File: src/rtl/vdc_video_gen.sv
// Stand-in VDC pixel/sync source: programmable raster timing at the three PCE
// dot-clock rates with a test pattern in the active area and border colour outside.
module vdc_video_gen #(
    parameter int H_DISP   = 256,
    parameter int H_TOTAL  = 341,
    parameter int HS_START = 288,
    parameter int HS_LEN   = 24,
    parameter int V_DISP   = 240,
    parameter int V_TOTAL  = 262,
    parameter int VS_START = 246,
    parameter int VS_LEN   = 3
) (
    input  logic       clock,
    input  logic       reset,
    input  logic [1:0] mode,
    input  logic [1:0] pattern,
    input  logic [8:0] solid_idx,
    output logic [8:0] VD,
    output logic       HSYN,
    output logic       VSYN,
    output logic       pix_en,
    output logic       frame_start
);

    // All raster comparisons are 10 bits wide so START+LEN never wraps.
    localparam logic [9:0] H_DISP_W  = 10'(H_DISP);
    localparam logic [9:0] H_LAST_W  = 10'(H_TOTAL - 1);
    localparam logic [9:0] HS_LO_W   = 10'(HS_START);
    localparam logic [9:0] HS_HI_W   = 10'(HS_START + HS_LEN);
    localparam logic [9:0] V_DISP_W  = 10'(V_DISP);
    localparam logic [9:0] V_LAST_W  = 10'(V_TOTAL - 1);
    localparam logic [9:0] VS_LO_W   = 10'(VS_START);
    localparam logic [9:0] VS_HI_W   = 10'(VS_START + VS_LEN);
    localparam logic [8:0] BORDER_IDX = 9'h100;

    logic [2:0] div_cnt;
    logic [8:0] h_cnt;
    logic [8:0] v_cnt;
    logic [1:0] mode_q;
    logic [1:0] pattern_q;

    logic [9:0] h_w;
    logic [9:0] v_w;
    logic       tick;
    logic       h_wrap;
    logic       v_wrap;
    logic       active;
    logic       hs_act;
    logic       vs_act;
    logic       at_origin;
    logic [8:0] vd_next;

    function automatic logic [2:0] div_last(input logic [1:0] m);
        case (m)
            2'b00:   return 3'd7;
            2'b01:   return 3'd5;
            default: return 3'd3;
        endcase
    endfunction

    assign h_w       = {1'b0, h_cnt};
    assign v_w       = {1'b0, v_cnt};
    assign tick      = (div_cnt == div_last(mode_q));
    assign h_wrap    = (h_w == H_LAST_W);
    assign v_wrap    = (v_w == V_LAST_W);
    assign active    = (h_w < H_DISP_W) && (v_w < V_DISP_W);
    assign hs_act    = (h_w >= HS_LO_W) && (h_w < HS_HI_W);
    assign vs_act    = (v_w >= VS_LO_W) && (v_w < VS_HI_W);
    assign at_origin = (h_cnt == 9'd0) && (v_cnt == 9'd0);

    always_comb begin
        vd_next = BORDER_IDX;
        if (active) begin
            case (pattern_q)
                2'd0:    vd_next = solid_idx;
                2'd1:    vd_next = {6'd0, h_cnt[7:5]};
                2'd2:    vd_next = (h_cnt[3] ^ v_cnt[3]) ? 9'h00F : 9'h000;
                default: vd_next = {v_cnt[0], h_cnt[7:0]};
            endcase
        end
    end

    // Stage boundary: outputs register the pre-tick counter position.
    always_ff @(posedge clock) begin
        if (reset) begin
            div_cnt     <= 3'd0;
            h_cnt       <= 9'd0;
            v_cnt       <= 9'd0;
            mode_q      <= mode;
            pattern_q   <= pattern;
            VD          <= BORDER_IDX;
            HSYN        <= 1'b1;
            VSYN        <= 1'b1;
            pix_en      <= 1'b0;
            frame_start <= 1'b0;
        end else begin
            pix_en      <= tick;
            frame_start <= tick && at_origin;
            if (tick) begin
                div_cnt <= 3'd0;
                VD      <= vd_next;
                HSYN    <= ~hs_act;
                VSYN    <= ~vs_act;
                if (h_wrap) begin
                    h_cnt <= 9'd0;
                    if (v_wrap) begin
                        v_cnt     <= 9'd0;
                        // Mode/pattern only change on the frame boundary.
                        mode_q    <= mode;
                        pattern_q <= pattern;
                    end else begin
                        v_cnt <= v_cnt + 9'd1;
                    end
                end else begin
                    h_cnt <= h_cnt + 9'd1;
                end
            end else begin
                div_cnt <= div_cnt + 3'd1;
            end
        end
    end

endmodule

File: config.mk
export PLATFORM = sky130hd
export DESIGN_NAME = vdc_video_gen
export DESIGN_NICKNAME = d
export VERILOG_FILES = /design/src/rtl/vdc_video_gen.sv
export SDC_FILE = /design/constraint.sdc
export NUM_CORES = 1
export LEC_CHECK = 0
export ABC_AREA = 1
export BUFFER_PORTS_ARGS = -buffer_cell sky130_fd_sc_hd__buf_2
export CORE_AREA = 2 2 63 65
export CTS_BUF_LIST = sky130_fd_sc_hd__clkbuf_16
export DETAILED_ROUTE_END_ITERATION = 10
export DIE_AREA = 0 0 65 67
export HOLD_SLACK_MARGIN = 0.15
export PLACE_DENSITY = 0.88
export SLEW_MARGIN = 20
export SYNTH_ARGS = -nofsm -noshare
export SYNTH_HDL_FRONTEND = slang
export SYNTH_SLANG_ARGS = --single-unit
File: constraint.sdc
create_clock -name clock -period 2.65 [get_ports clock]
set_input_delay 0.53 -clock clock [delete_from_list [all_inputs] [get_ports clock]]
set_output_delay 0.53 -clock clock [all_outputs]
set_load 0.01 [all_outputs]
==> impl_metrics.toml, run 1 <==
[detailed_routing]
drc = 0
dr.first_iter.drc_count = 141
viasPerCell = 5.331
first_pass_iters = 4
drt_wl_total_um = 4770
via_count = 2095
avgRoutedWirePerCell_um = 12.14
ant_nets = 0

[sta]
finalCriticalPeriod_ns = 2.016
period_share_pct = 76.07
setup-violations-final = 0
finalHoldViolCount = 0
max_freq_ghz = 0.4961
drv_slew = 0
fin_hold_ws_ns = 0.4259
rsz0062_at_grt = "false"
finClkSkew_ns = 0.005010
slew_headroom_pct = 63.88
worstMarginPinSlew_ns = 0.5398
fin_setup_tns_ns = 0

[finish]
multiInputGateArea_mm2 = 0.001090
final_common_cell = "nand2_1"
n_antenna_cell = 0
fin_area_mm2 = 0.002385
fillerInstances = 313
areaGrowthSynthToFinish_pct = 13.66
final_cell_mix = "nand2_1 (96), nor2_1 (43), inv_1 (39), dfxtp_1 (34), nand3_1 (30)"
nNetsFinal = 365
final_core_util_pct = 66.13
final-seq-area_um2 = 800.8
drive_gt1_share_pct = 14.78

[place]
dp_hpwl_um = 3448
place.gp.congestion = 0.9336
io_buffers = 27
placedInstanceArea_mm2 = 0.002243

[global_route]
groute.usage.overall_pct = 23.64
grt_util_met1_pct = 26.91
antenna_found_initial = 0
grt-ovfl-total = 0
gr-usage-met3_pct = 7.601
grt_max_degree = 21
grt_pass1_wl_um = 7714
grt_pass1_vias = 1806
use_met2_pct = 39.69
grt.busiest_layer = "met2"

[logic_synthesis]
syn_inst = 317
synth_fp_nets = 338
synth_seq_cells = 38
yosys_warnings = 0
synth-seq-area-share_pct = 38.16
ys_types = 25
postSynthAreaPerCell_um2 = 6.619
syn_area_mm2 = 0.002098

[die]
ios = 28
coreArea_mm2 = 0.003606
fp.dieH_um = 67
rows = 22
die_area_mm2 = 0.004355
die_w_um = 65
floorplan.initialDensity_pct = 58.19

[clock_network]
postCtsSetupBuffers = 0
post_cts_resized = 0
ctsHoldBuffers = 0
clkLatencyLatePin_ns = 0.29
cts-htree-levels = 2
root_buffer = "clkbuf_16"
cts_tree = "built"
cts_buffers = 5
cts.sinks = 38
clkTransAtPathRegs_ns = 0.06
clock_path_buffers = 2

[flow_run]
drv_cap = 0

[worst_setup_path]
worstPathRequired_ns = 2.61
crit_buf_inv = 2
crit_chain = "inv_1 > ha_1 > nand2_1 > inv_1 > nand2_1 > nor2_2 > nand2_2 > o21ai_2"
slowest_delay_ns = 0.35
cp.arrival_ns = 1.97
slowest_stage = "nor2_2"
critPathKind = "reg -> reg"
path_max_fanout = 11
crit_family = "simple AND/OR/NAND/NOR gates"
crit_path_end_kind = "register"
startpoint_type = "register"

[power_and_ir_drop]
power.density_mw_per_mm2 = 532.1
peakVddDrop_uv = 279.4
p_leak_nw = 1.149

[worst_hold_path]
hold_class = "in -> reg"

[status]
status = "complete, no violations"
## cell usage after synthesis
| cell | instances | area share (%) |
|---|---|---|
| buf_6 | 1 | 0.54 |
| nand2_2 | 4 | 1.2 |
| nor3_1 | 2 | 0.48 |
| nand2_4 | 1 | 0.54 |
| inv_1 | 39 | 7.0 |
| nand4_1 | 13 | 3.9 |
| dfxtp_1 | 34 | 32 |
| nor2_2 | 3 | 0.89 |
| nand2_1 | 96 | 17 |
| xnor2_1 | 1 | 0.42 |
| ha_1 | 6 | 3.6 |
| edfxtp_1 | 4 | 5.7 |
| nand3_1 | 30 | 7.2 |
| buf_4 | 1 | 0.36 |
| buf_8 | 1 | 0.72 |
| inv_2 | 3 | 0.54 |
| buf_2 | 1 | 0.24 |
| nor2_1 | 43 | 7.7 |
| o21ai_2 | 1 | 0.42 |
| nor4_1 | 1 | 0.30 |
| nand3_2 | 3 | 1.4 |
| a21oi_1 | 10 | 2.4 |
| o21ai_0 | 14 | 3.3 |
| nor2_4 | 2 | 1.1 |
| clkbuf_1 | 3 | 0.54 |
## metrics by stage
stage               instances   power, W  worst slack [ns]
global placement          385  0.0007008            0.7870
detailed placement        385  0.0007042            0.7177
global route              393   0.001315            0.5114
finish                    393   0.001269            0.6342
CTS                       393   0.001277            0.6745
floorplan                 317  0.0006794             1.119
## logic make-up (layout without fill, tap and decap cells)
kind of cell               Yosys count  in the layout  share of synthesized area, %
DFF                                 38             38                         38.16
AOI/OAI and AO/OA                   25             25                         6.142
and+or+nand+nor                    198            198                         41.80
buffers and inverters               49             77                         9.898
adders and majority gates            6              6                         3.578
xor gates and xnor gates             1              1                        0.4175
## report_power, final
part	switching [W]	total, W	leakage [nW]	internal [W]
Combinational	0.0000574	0.0000877	0.767	0.0000303
Sequential	0.0000113	0.000606	0.314	0.000594
Clock	0.000233	0.000576	0.0672	0.000343
Total	0.000301	0.00127	1.15	0.000968
## flip-flops by register name, summed over array words and instances, names as in the netlist
signal / count
mode_q: 2
pattern_q: 2
v_cnt: 9
VD: 9
frame_start: 1
pix_en: 1
div_cnt: 3
h_cnt: 9
HSYN: 1
VSYN: 1
## worst paths after layout
path              cells past startpoint           end       start  slack (ns)
setup / recovery                      8  pattern_q[1]    h_cnt[0]        0.63
hold reg to reg                       2         VD[6]       VD[6]        0.45
hold / removal                        1  pattern_q[0]  pattern[0]        0.43
setup reg to reg                      8  pattern_q[1]    h_cnt[0]        0.63
## layer usage
metal	share of wire, %	wire length (um)	vias to the layer above
met4	3.1	148	0
li1	-	-	1052
met1	44	2080	920
met5	0	0	-
met2	45	2169	106
met3	7.8	371	17
## cell type report
type                       count  area share [%]
timing repair buffer          27           5.666
clock inverter                 3          0.6821
sequential                    38           33.58
clock buffer                   5           5.247
multi-input combinational    230           45.70
inverter                      42           6.611
tap                           48           2.518
No activity file was read; power rests on OpenSTA's default activity.
==> run 2: changes to the inputs <==
--- a/config.mk
+++ b/config.mk
@@ -7,12 +7,12 @@
 export LEC_CHECK = 0
 export ABC_AREA = 1
 export BUFFER_PORTS_ARGS = -buffer_cell sky130_fd_sc_hd__buf_2
-export CORE_AREA = 2 2 63 65
+export CORE_AREA = 2 2 68 70
 export CTS_BUF_LIST = sky130_fd_sc_hd__clkbuf_16
 export DETAILED_ROUTE_END_ITERATION = 10
-export DIE_AREA = 0 0 65 67
+export DIE_AREA = 0 0 70 72
 export HOLD_SLACK_MARGIN = 0.15
-export PLACE_DENSITY = 0.88
+export PLACE_DENSITY = 0.81
 export SLEW_MARGIN = 20
 export SYNTH_ARGS = -nofsm -noshare
 export SYNTH_HDL_FRONTEND = slang
==> constraint.sdc (replaced) <==
create_clock -name clock -period 1.7 [get_ports clock]
set_input_delay 0.34 -clock clock [delete_from_list [all_inputs] [get_ports clock]]
set_output_delay 0.34 -clock clock [all_outputs]
set_load 0.01 [all_outputs]
==> run 2 against run 1 <==
Net effect:
- first-iteration DRC count shrank 13%
- non-clock buffer count grew 13
- via count grew 0.43%
- total power grew 69%
- clock-buffer cell count is the same
- critical path type unchanged
- critical endpoint is now pattern_q[0]
- largest cell class unchanged
- highest routed layer unchanged
==> impl_metrics.toml, run 2 (synthesized netlist as in run 1, its figures left out) <==
[finish]
final_cell_mix = "nand2_1 (96), nor2_1 (43), inv_1 (37), dfxtp_1 (32), nand3_1 (30)"
layoutNonFillerInstCount = 410
fillerInstances = 393
reg_top3 = "VD: 9 flops, h_cnt: 9 flops, v_cnt: 9 flops"
n_antenna_cell = 0
final-seq-area_um2 = 803.3
multiInputGateArea_mm2 = 0.001110
drive_gt1_share_pct = 19.55
nNetsFinal = 378
final_common_cell = "nand2_1"
areaGrowthSynthToFinish_pct = 20.75

[worst_hold_path]
hold_class = "in -> reg"

[detailed_routing]
ant_nets = 0
via_count = 2104
avgRoutedWirePerCell_um = 12.20
drt_wl_total_um = 5003
dr.first_iter.drc_count = 123
viasPerCell = 5.132
first_pass_iters = 5
drc = 0

[clock_network]
ctsHoldBuffers = 0
cts_buffers = 5
cts_tree = "built"
cts.sinks = 38
root_buffer = "clkbuf_16"
cts-htree-levels = 2
clkTransAtPathRegs_ns = 0.06
clkLatencyLatePin_ns = 0.29
clock_path_buffers = 2

[place]
dp_hpwl_um = 3762
pre_cts_ws_ns = 0.04550
place.gp.congestion = 0.9323
dpl.cell_count = 401
io_buffers = 27

[sta]
drv_slew = 0
finClkSkew_ns = 0.005788
max_freq_ghz = 0.6149
fin_hold_ws_ns = 0.2269
worstMarginPinSlew_ns = 0.3158
setup-violations-final = 0
slew_headroom_pct = 78.87
period_share_pct = 95.66
fin_setup_tns_ns = 0
worst_slack_ns = 0.07375
finalHoldViolCount = 0
finalCriticalPeriod_ns = 1.626

[power_and_ir_drop]
switching_share_pct = 22.25
peakVddDrop_uv = 502.8
p_comb_share_pct = 6.9
switchingPower_w = 0.0004774
clockPowerShare_pct = 49.1
p_leak_nw = 1.235
power.density_mw_per_mm2 = 846.8
p_int_w = 0.001668
p_seq_share_pct = 44.0

[worst_setup_path]
cp.arrival_ns = 1.60
critPathKind = "reg -> reg"
path_max_fanout = 7
worstPathRequired_ns = 1.67
startpoint_type = "register"
crit_path_end_kind = "register"

[die]
die_w_um = 70
rows = 24
fp.dieH_um = 72
die_area_mm2 = 0.005040
floorplan.initialDensity_pct = 49.21
ios = 28
coreArea_mm2 = 0.004264

[flow_run]
drv_cap = 0

[global_route]
grt_pass1_vias = 1916
grt_pass1_wl_um = 8314
groute.usage.overall_pct = 20.73
grt-ovfl-total = 0
grt_max_degree = 13
antenna_found_initial = 0

[status]
status = "complete, no violations"
-- run 2: worst max-delay path: stages, from the launching register on --
cell and delay (ns):
dfxtp_2 0.34, inv_2 0.09, ha_4 0.14, nand2_1 0.07, inv_1 0.08, nand2_1 0.07, nor2_2 0.15, nand2_2 0.11
o21ai_4 0.27
-- run 2: timing repair --
action                                  CTS  global route
resized for setup                         0             7
setup buffers                             0             1
endpoints found under the setup margin    0             6
endpoints found under the hold margin     0             0
-- run 2: stage by stage --
| step | area, um^2 | total power [W] | util (%) |
|---|---|---|---|
| floorplan | 2098 | 0.001059 | - |
| global placement | 2338 | 0.001100 | 54.84 |
| detailed placement | 2338 | 0.001105 | 54.84 |
| CTS | 2504 | 0.002155 | 58.71 |
| finish | 2534 | 0.002146 | 59.42 |
| global route | 2534 | 0.002213 | 59.42 |
-- run 2: path summary, 6_finish.rpt --
| path | from | end | slack [ns] | cells after the start |
|---|---|---|---|---|
| worst min-delay path | pattern[0] | pattern_q[0] | 0.23 | 1 |
| worst max register to register | h_cnt[0] | pattern_q[0] | 0.07 | 8 |
| worst max-delay path | h_cnt[0] | pattern_q[0] | 0.07 | 8 |
| worst min register to register | VD[3] | VD[3] | 0.45 | 2 |
-- run 2: cell type report --
cell class / count / area share (%)
Sequential cell: 38 / 31.70
Timing Repair Buffer: 40 / 9.185
Clock inverter: 3 / 1.580
Multi-Input combinational cell: 230 / 43.80
Inverter: 42 / 6.222
Tap cell: 52 / 2.568
Clock buffer: 5 / 4.938
-- run 2: metal layers --
metal  routed length (um)  vias to the layer above  global-route usage, %
met4                  133                        0                  10.47
met1                 2173                      953                  24.87
met2                 2425                       51                  35.34
met3                  270                       15                  4.444
li1                     -                     1085                      -
met5                    0                        -                      0
-- run 2: power groups by stage --
stage | combinational (W) | sequential [W] | clock (W)
6_report | 0.000147 | 0.000945 | 0.00105
5_1_grt | 0.000165 | 0.000947 | 0.00110
4_1_cts | 0.000143 | 0.000944 | 0.00107
3_5_place_dp | 0.000142 | 0.000963 | 0
3_3_place_gp | 0.000137 | 0.000962 | 0
2_1_floorplan | 0.0000983 | 0.000961 | 0
